==> config.mk <==
export PLATFORM = sky130hd
export DESIGN_NAME = mem_access_ctrl
export DESIGN_NICKNAME = d
export VERILOG_FILES = /design/src/rtl/mem_access_ctrl.sv
export SDC_FILE = /design/constraint.sdc
export NUM_CORES = 1
export LEC_CHECK = 0
export CORE_MARGIN = 2
export CORE_UTILIZATION = 30
export CTS_CLUSTER_DIAMETER = 60
export CTS_CLUSTER_SIZE = 28
export DETAILED_ROUTE_END_ITERATION = 10
export PLACE_DENSITY = 0.65
export REMOVE_ABC_BUFFERS = 1
export SLEW_MARGIN = 25
export SYNTH_ARGS = -nofsm -noshare
export SYNTH_HDL_FRONTEND = slang
export SYNTH_SLANG_ARGS = --single-unit
==> constraint.sdc <==
create_clock -name clk -period 4.4 [get_ports clk]
set_input_delay 1.32 -clock clk [delete_from_list [all_inputs] [get_ports clk]]
set_output_delay 1.32 -clock clk [all_outputs]
set_load 0.03 [all_outputs]
==> src/rtl/mem_access_ctrl.sv <==
// Memory-stage data-memory access controller: one bus transaction per load/store.
// Optional stall performance counter enabled by MEM_ACCESS_CTRL_PERF_EN.
module mem_access_ctrl #(
    parameter int unsigned TIMEOUT = 255,
    parameter int unsigned TO_W    = 8
) (
    input  logic        clk,
    input  logic        reset,
    input  logic [31:0] ALUResultM,
    input  logic [31:0] RD2M,
    input  logic        MemWriteM,
    input  logic [1:0]  ResultSrcM,
    output logic        StallM,
    output logic [31:0] ReadDataM,
    output logic        mem_valid,
    output logic        mem_we,
    output logic [31:0] mem_addr,
    output logic [31:0] mem_wdata,
    input  logic        mem_ready,
    input  logic [31:0] mem_rdata,
    output logic        bus_err,
    output logic [31:0] stall_cycles
);

    typedef enum logic [1:0] {
        IDLE,
        REQ,
        DONE
    } state_e;

    state_e          state_q;
    logic [TO_W-1:0] cnt_q;
    logic [31:0]     addr_q;
    logic [31:0]     wdata_q;
    logic [31:0]     rdata_q;
    logic            we_q;
    logic            valid_q;
    logic            berr_q;

    logic            access_m;
    logic [TO_W:0]   cnt_inc;
    logic            to_hit;
    logic            unused_addr_lsb;

    assign access_m        = MemWriteM | (ResultSrcM == 2'b01);
    assign cnt_inc         = {1'b0, cnt_q} + {{TO_W{1'b0}}, 1'b1};
    assign to_hit          = (TIMEOUT != 0) && (cnt_inc == (TO_W+1)'(TIMEOUT));
    assign unused_addr_lsb = ^ALUResultM[1:0];

    // Stall is combinational so the access cycle itself freezes the pipeline.
    assign StallM    = (state_q == REQ) | ((state_q == IDLE) & access_m);
    assign ReadDataM = rdata_q;
    assign mem_valid = valid_q;
    assign mem_we    = we_q;
    assign mem_addr  = addr_q;
    assign mem_wdata = wdata_q;
    assign bus_err   = berr_q;

    always_ff @(posedge clk) begin
        if (reset) begin
            state_q <= IDLE;
            cnt_q   <= '0;
            addr_q  <= '0;
            wdata_q <= '0;
            rdata_q <= '0;
            we_q    <= 1'b0;
            valid_q <= 1'b0;
            berr_q  <= 1'b0;
        end else begin
            berr_q <= 1'b0;
            unique case (state_q)
                IDLE: begin
                    if (access_m) begin
                        addr_q  <= {ALUResultM[31:2], 2'b00};
                        wdata_q <= RD2M;
                        we_q    <= MemWriteM;
                        valid_q <= 1'b1;
                        cnt_q   <= '0;
                        state_q <= REQ;
                    end
                end
                REQ: begin
                    if (mem_ready) begin
                        if (!we_q) rdata_q <= mem_rdata;
                        valid_q <= 1'b0;
                        state_q <= DONE;
                    end else if (to_hit) begin
                        if (!we_q) rdata_q <= '0;
                        valid_q <= 1'b0;
                        berr_q  <= 1'b1;
                        state_q <= DONE;
                    end else begin
                        cnt_q <= cnt_inc[TO_W-1:0];
                    end
                end
                DONE: begin
                    state_q <= IDLE;
                end
                default: begin
                    state_q <= IDLE;
                end
            endcase
        end
    end

`ifdef MEM_ACCESS_CTRL_PERF_EN
    logic [31:0] perf_q;

    always_ff @(posedge clk) begin
        if (reset) begin
            perf_q <= '0;
        end else if (StallM) begin
            perf_q <= perf_q + 32'd1;
        end
    end

    assign stall_cycles = perf_q;
`else
    assign stall_cycles = 32'h0;
`endif

endmodule

==> flow_metrics.py, run 1 <==
metrics = {
    "routing": {
        "drc": 0,
        "wl_per_cell_um": 14.0,
        "routedLengthMet1_um": 4900,
        "maxUsedRoutingLayer": "met4",
        "wl_met2_um": 5840,
        "post_route_ant_nets": 0,
        "drt_pre_antenna_iters": 4,
        "post_drt_via_cell_ratio": 4.55,
        "via_count": 3776,
        "drt-initial-drc-count": 185,
        "wl_um": 11600,
        "met3_length_um": 654,
    },
    "setup_path": {
        "critical_path.reg2reg.endpoint": "ReadDataM[19]$_SDFFE_PP0P_",
        "worst_path_most_repeated_cell": "sky130_fd_sc_hd__clkdlybuf4s50_1",
        "data_required_time_of_the_critical_path_ns": 3.08,
        "crit_chain": "clkdlybuf4s50_1, nor2b_1, o21ai_4, nand2_1, clkdlybuf4s50_1",
        "element_type_at_the_critical_path_start": "input port",
        "crit_path_max_delay_cell_type": "sky130_fd_sc_hd__clkdlybuf4s50_1",
        "cp_data_arrival_time_ns": 2.82,
        "max_stage_delay_ns": 0.67,
        "path_max_fanout": 2,
        "setup.worst_path.end_class": "primary output",
        "cp_num_buf_inv": 2,
        "cp_top_family": "buffers and inverters",
        "worst-r2r-setup-slack_ns": 2.46,
        "crit-reg2reg-launch": "cnt_q[1]$_SDFFE_PP0P_",
        "timing_worst_setup_path_type": "in2out",
        "ff2ff_path_depth": 6,
    },
    "cells_and_area": {
        "syn_to_final_growth_pct": 55.5,
        "post-route-cell-area_sq_mm": 0.00641,
        "insertedDiodeCount": 0,
        "layout.nets": 752,
        "final_layout_size_suffix_gt1_share_pct": 8.27,
    },
    "global_routing": {
        "vias_in_the_first_global_route": 3557,
        "grt_max_degree": 63,
        "overall_fraction_of_global_route_tracks_in_use_pct": 15.2,
        "grt_first_pass_wirelength_um": 17700,
        "grt_overflow": 0,
        "antenna_found_initial": 0,
    },
    "yosys": {
        "post_synth.cell_area_avg_sq_um": 8.93,
        "synth_cell_types": 44,
        "netlist_instances": 462,
        "ys_ff_latch": 107,
        "yosys_warnings": 0,
        "synthArstFlopShare_pct": 0,
        "synth.cell_area_sq_mm": 0.00413,
        "synth_edf_count": 0,
        "synth_seq_area_share_pct": 51.9,
        "synth_top_flop_cell": "sky130_fd_sc_hd__dfxtp_1",
    },
    "sta": {
        "totalNegativeSetupSlack_ns": 0,
        "tightest_slew_ns": 0.647,
        "fmax_mhz": 241,
        "finalClockSkew_ns": 0.00736,
        "timing.final.hold_violations": 0,
        "grt_setup_unrepaired": "no",
        "setup_viol": 0,
        "timing_max_transition_violations_final": 0,
        "slew-limit-headroom_pct": 56.9,
        "share_of_the_clock_period_used_by_the_worst_path_after_layout_pct": 94.2,
        "layout_min_cycle_time_ns": 4.14,
    },
    "clock_tree": {
        "clock_path_buffers": 2,
        "tritoncts_clock_tree": "built",
        "post_cts.repair.setup_buffers": 0,
        "cts_root_buf": "sky130_fd_sc_hd__clkbuf_16",
        "tritoncts_num_sinks": 107,
        "clk_latency_ns": 0.34,
        "number_of_gates_resized_after_cts": 0,
        "tritoncts.num_buffers": 9,
        "cts.htree.levels": 3,
        "cts_hold_repair.buffers": 0,
        "clk_pin_slew_worst_paths_ns": 0.07,
    },
    "placement": {
        "place_area_sq_mm": 0.00610,
        "routabilityCongestion": 0.792,
        "hpwl_um": 8330,
        "port_buffers": 197,
    },
    "min_path": {
        "class_of_the_worst_hold_path": "reg2reg",
        "timing.hold.worst_endpoint": "mem_addr[6]$_SDFFE_PP0P_",
        "number_of_instances_on_the_worst_hold_path": 2,
        "hold_path.startpoint": "mem_addr[6]$_SDFFE_PP0P_",
    },
    "floorplanning": {
        "die_h_um": 121,
        "fp.dieArea_sq_mm": 0.0147,
        "floorplan.die.width_um": 121,
        "floorplan.io_pins": 234,
        "core.rowCount": 42,
        "design.core.area_sq_mm": 0.0133,
        "floorplan.initialDensity_pct": 30.9,
    },
    "power_and_ir_drop": {
        "max-vdd-ir-drop_mv": 0.158,
        "power.static_leakage_nw": 2.43,
        "pwr_density_cell_mw_per_mm2": 377,
    },
    "run_status": {
        "result_of_the_run": "complete, no violations",
    },
    "run": {
        "maxCapViolCount": 0,
    },
}
## per-stage QoR
stage	worst slack (ns)	cells	hold WS, ns	power [mW]	util (%)
2_1_floorplan	-0.143	432	0.442	1.35	-
3_3_place_gp	0.254	813	0.441	1.61	45.7
3_5_place_dp	0.254	813	0.446	1.62	45.7
4_1_cts	0.244	829	0.455	2.45	48.1
5_1_grt	0.193	829	0.476	2.53	48.1
6_report	0.255	829	0.453	2.42	48.1
## flip-flops by register name (all words and copies together) (netlist names)
signal,cells
ReadDataM,32
mem_wdata,32
mem_addr,30
cnt_q,8
state_q,2
bus_err,1
mem_valid,1
mem_we,1
## worst reg2reg max path, stage by stage, from the launching register on
cell                       delay [ns]
sky130_fd_sc_hd__dfxtp_1         0.42
sky130_fd_sc_hd__ha_1            0.30
sky130_fd_sc_hd__xnor2_2         0.16
sky130_fd_sc_hd__and4bb_4        0.23
sky130_fd_sc_hd__a211oi_4        0.21
sky130_fd_sc_hd__buf_4           0.35
sky130_fd_sc_hd__a22o_2          0.21
## area by class of cell
cell class / count / area [sq um]
multi-input combinational: 322 / 1700
inverter: 3 / 11.3
clock buffer: 10 / 239
tap: 176 / 220
sequential: 107 / 2140
clock inverter: 6 / 70.1
fill: 1236 / 6930
timing repair buffer: 205 / 2030
## kinds of logic after synthesis
family / Yosys count / synth area share [%]
buffers and inverters: 66 / 9.98
multiplexers: 1 / 0.243
XOR/XNOR: 3 / 1.00
adder cells (fa/ha/maj): 2 / 0.607
AND/OR/NAND/NOR: 163 / 16.7
flip-flops: 107 / 51.9
other: 1 / 0.0909
AO/OA/AOI/OAI: 119 / 19.5
## per-layer routing
layer / up-vias / GRT usage (%)
li1: 1867 / -
met1: 1756 / 18.4
met2: 138 / 26.5
met3: 15 / 2.73
met4: 0 / 5.96
met5: - / 0
## synth_stat cells, types with 2 or more instances
library cell	n	area, sq um
sky130_fd_sc_hd__and3_1	3	18.8
sky130_fd_sc_hd__dfxtp_1	107	2140
sky130_fd_sc_hd__buf_2	11	55.1
sky130_fd_sc_hd__o21ai_0	3	15.0
sky130_fd_sc_hd__clkbuf_1	15	56.3
sky130_fd_sc_hd__a311oi_1	4	35.0
sky130_fd_sc_hd__a22o_2	20	200
sky130_fd_sc_hd__nand4_1	2	12.5
sky130_fd_sc_hd__ha_1	2	25.0
sky130_fd_sc_hd__nor2_1	9	33.8
sky130_fd_sc_hd__nand2_1	132	495
sky130_fd_sc_hd__a211oi_1	2	15.0
sky130_fd_sc_hd__xnor2_2	2	32.5
sky130_fd_sc_hd__inv_1	3	11.3
sky130_fd_sc_hd__a22o_1	12	105
sky130_fd_sc_hd__a21oi_1	67	335
sky130_fd_sc_hd__nor3_1	2	10.0
sky130_fd_sc_hd__buf_6	3	33.8
sky130_fd_sc_hd__nor2b_1	2	12.5
sky130_fd_sc_hd__buf_4	34	255
sky130_fd_sc_hd__o31ai_1	2	15.0
sky130_fd_sc_hd__nand3_1	2	10.0
sky130_fd_sc_hd__nor3b_1	2	15.0
## placed cells by master, fill, tap and decap left out, types with 8 or more instances in the layout
cell,n
sky130_fd_sc_hd__buf_4,8
sky130_fd_sc_hd__conb_1,34
sky130_fd_sc_hd__dfxtp_1,107
sky130_fd_sc_hd__nor2_1,9
sky130_fd_sc_hd__clkbuf_16,9
sky130_fd_sc_hd__a22o_1,12
sky130_fd_sc_hd__a21oi_1,67
sky130_fd_sc_hd__a22o_2,20
sky130_fd_sc_hd__nand2_1,132
sky130_fd_sc_hd__clkdlybuf4s50_1,196
## how the worst max path moves through the flow
stage / start / end / slack [ns] / cells past startpoint
floorplan: ResultSrcM[0] / StallM / -0.14 / 3
global placement: ResultSrcM[0] / StallM / 0.25 / 5
detailed placement: ResultSrcM[0] / StallM / 0.25 / 5
CTS: ResultSrcM[0] / StallM / 0.24 / 5
global route: ResultSrcM[0] / StallM / 0.19 / 5
finish: ResultSrcM[0] / StallM / 0.26 / 5
## power by group
group,total [mW],internal (mW),switching (mW)
clock,0.824,0.462,0.362
sequential,1.06,1.03,0.0313
combinational,0.534,0.227,0.307
total,2.42,1.72,0.700
Note: power is estimated with default switching activity, not from simulation.
==> inputs of run 2 (changes only) <==
- CELL_PAD_IN_SITES_DETAIL_PLACEMENT: default -> 0
- CELL_PAD_IN_SITES_GLOBAL_PLACEMENT: default -> 2
- CORE_UTILIZATION: 30 -> 22
- PLACE_DENSITY: 0.65 -> default
- PLACE_DENSITY_LB_ADDON: default -> 0.1
==> run 2 against run 1 <==
Compared with the run above: hold slack improved by 0.0017 ns; global-route usage decreased by 1.9 points; non-clock buffer count decreased by 2; worst setup slack improved by 0.39 ns; register-to-register slack about the same; final cell count increased by 6.8%; clock power increased by 7.3%; core utilization decreased by 13 points; total power increased by 2.8%; combinational power increased by 1%.
==> flow_metrics.py, run 2 (synthesized netlist as in run 1, its figures left out) <==
metrics = {
    "routing": {
        "drc": 0,
        "wl_per_cell_um": 14.9,
        "post_drt_via_cell_ratio": 4.25,
        "post_route_ant_nets": 0,
        "drt_pre_antenna_iters": 4,
        "wl_um": 13200,
        "via_count": 3759,
        "drt-initial-drc-count": 190,
    },
    "power_and_ir_drop": {
        "power.static_leakage_nw": 2.43,
        "max-vdd-ir-drop_mv": 0.169,
        "pwr_density_cell_mw_per_mm2": 383,
        "total_power_mw": 2.48,
    },
    "placement": {
        "hpwl_um": 9000,
        "port_buffers": 197,
        "routabilityCongestion": 0.746,
        "place_inst": 869,
        "place_area_sq_mm": 0.00617,
    },
    "cells_and_area": {
        "layout.nets": 750,
        "final_common_cell": "sky130_fd_sc_hd__clkdlybuf4s50_1",
        "final_layout_size_suffix_gt1_share_pct": 7.83,
        "post-route-util_pct": 34.9,
        "instances_no_fill": 885,
        "insertedDiodeCount": 0,
        "post-route-cell-area_sq_mm": 0.00649,
        "most-common-layout-cells": "sky130_fd_sc_hd__clkdlybuf4s50_1 (195), sky130_fd_sc_hd__nand2_1 (132), sky130_fd_sc_hd__dfxtp_1 (107), sky130_fd_sc_hd__a21oi_1 (67), sky130_fd_sc_hd__conb_1 (34)",
        "syn_to_final_growth_pct": 57.4,
        "number_of_fill_cells": 1922,
    },
    "floorplanning": {
        "fp.dieArea_sq_mm": 0.0199,
        "floorplan.die.width_um": 141,
        "design.core.area_sq_mm": 0.0186,
        "floorplan.initialDensity_pct": 22.2,
        "die_h_um": 141,
        "core.rowCount": 50,
        "floorplan.io_pins": 234,
    },
    "sta": {
        "grt_setup_unrepaired": "no",
        "setup_viol": 0,
        "tightest_slew_ns": 0.725,
        "timing_max_transition_violations_final": 0,
        "layout_min_cycle_time_ns": 3.76,
        "finalClockSkew_ns": 0.00618,
        "timing.final.hold_violations": 0,
        "share_of_the_clock_period_used_by_the_worst_path_after_layout_pct": 85.4,
        "slew-limit-headroom_pct": 51.6,
        "fmax_mhz": 266,
    },
    "global_routing": {
        "antenna_found_initial": 0,
        "grt_max_degree": 63,
        "overall_fraction_of_global_route_tracks_in_use_pct": 13.3,
        "grt_overflow": 0,
        "grt_first_pass_wirelength_um": 20500,
        "vias_in_the_first_global_route": 3697,
    },
    "clock_tree": {
        "clk_pin_slew_worst_paths_ns": 0.07,
        "clock_path_buffers": 2,
        "cts_root_buf": "sky130_fd_sc_hd__clkbuf_16",
        "tritoncts.num_buffers": 9,
        "tritoncts_num_sinks": 107,
        "cts_hold_repair.buffers": 0,
        "number_of_gates_resized_after_cts": 0,
        "tritoncts_clock_tree": "built",
        "post_cts.repair.setup_buffers": 0,
        "cts.htree.levels": 3,
        "clk_latency_ns": 0.35,
    },
    "setup_path": {
        "max_stage_delay_ns": 0.44,
        "timing_worst_setup_path_type": "in2out",
        "cp_data_arrival_time_ns": 2.44,
        "crit_path_max_delay_cell_type": "sky130_fd_sc_hd__clkdlybuf4s50_1",
        "data_required_time_of_the_critical_path_ns": 3.08,
        "worst_path_most_repeated_cell": "sky130_fd_sc_hd__buf_4",
        "path_max_fanout": 5,
        "crit_chain": "clkdlybuf4s50_1, nor2b_1, buf_4, o21ai_4, nand2_1, buf_4",
        "element_type_at_the_critical_path_start": "input port",
        "setup.worst_path.end_class": "primary output",
        "ff2ff_path_depth": 7,
    },
    "run_status": {
        "result_of_the_run": "complete, no violations",
    },
    "run": {
        "maxCapViolCount": 0,
    },
    "min_path": {
        "class_of_the_worst_hold_path": "reg2reg",
        "number_of_instances_on_the_worst_hold_path": 2,
    },
}
-- run 2: cell count changes in the layout (fill, tap and decap cells not counted), sizes merged --
cell and change:
clkbuf +2, clkinv -1, clkdlybuf4s50 -1, bufinv +1
buf -1, inv -2
-- run 2: final cells by class --
type | count | area, sq um | area share, %
flip-flops and latches | 107 | 2140 | 33.0
repair buffers | 203 | 2020 | 31.1
multi-input cells | 322 | 1700 | 26.2
well taps | 234 | 293 | 4.51
clock buffers | 12 | 246 | 3.80
clock inverters | 4 | 73.8 | 1.14
inverters | 3 | 11.3 | 0.173
-- run 2: power by group --
| group | switching (mW) | internal, mW |
|---|---|---|
| Sequential | 0.0311 | 1.03 |
| Combinational | 0.313 | 0.228 |
| Clock | 0.368 | 0.516 |
| Total | 0.712 | 1.77 |
-- run 2: layer usage --
layer / up-vias / track usage, % / part of all wire [%]
met1: 1766 / 15.6 / 43
met2: 117 / 23.3 / 50
met3: 11 / 3.84 / 4.9
met5: - / 0 / 0
met4: 0 / 4.11 / 1.8
li1: 1865 / - / -
-- run 2: worst max-delay path: cells and delay by family --
kind	cells	cell delay (ns)
buf+inv	3	0.78
simple gates	2	0.28
compound gates	1	0.06
-- run 2: worst paths after layout --
kind                             startpoint                         end  slack [ns]
setup reg to reg      cnt_q[0]$_SDFFE_PP0P_  ReadDataM[28]$_SDFFE_PP0P_        2.46
setup / recovery              ResultSrcM[0]                      StallM        0.64
hold / removal    mem_addr[17]$_SDFFE_PP0P_   mem_addr[17]$_SDFFE_PP0P_        0.45
hold reg to reg   mem_addr[17]$_SDFFE_PP0P_   mem_addr[17]$_SDFFE_PP0P_        0.45
-- run 2: through the flow --
stage	hold slack [ns]	TNS [ns]	setup slack, ns
final	0.455	0	0.643
after global routing	0.475	0	0.567
after CTS	0.456	0	0.603
after detailed placement	0.446	0	0.614
after global placement	0.442	0	0.609
after floorplan	0.442	-0.143	-0.143
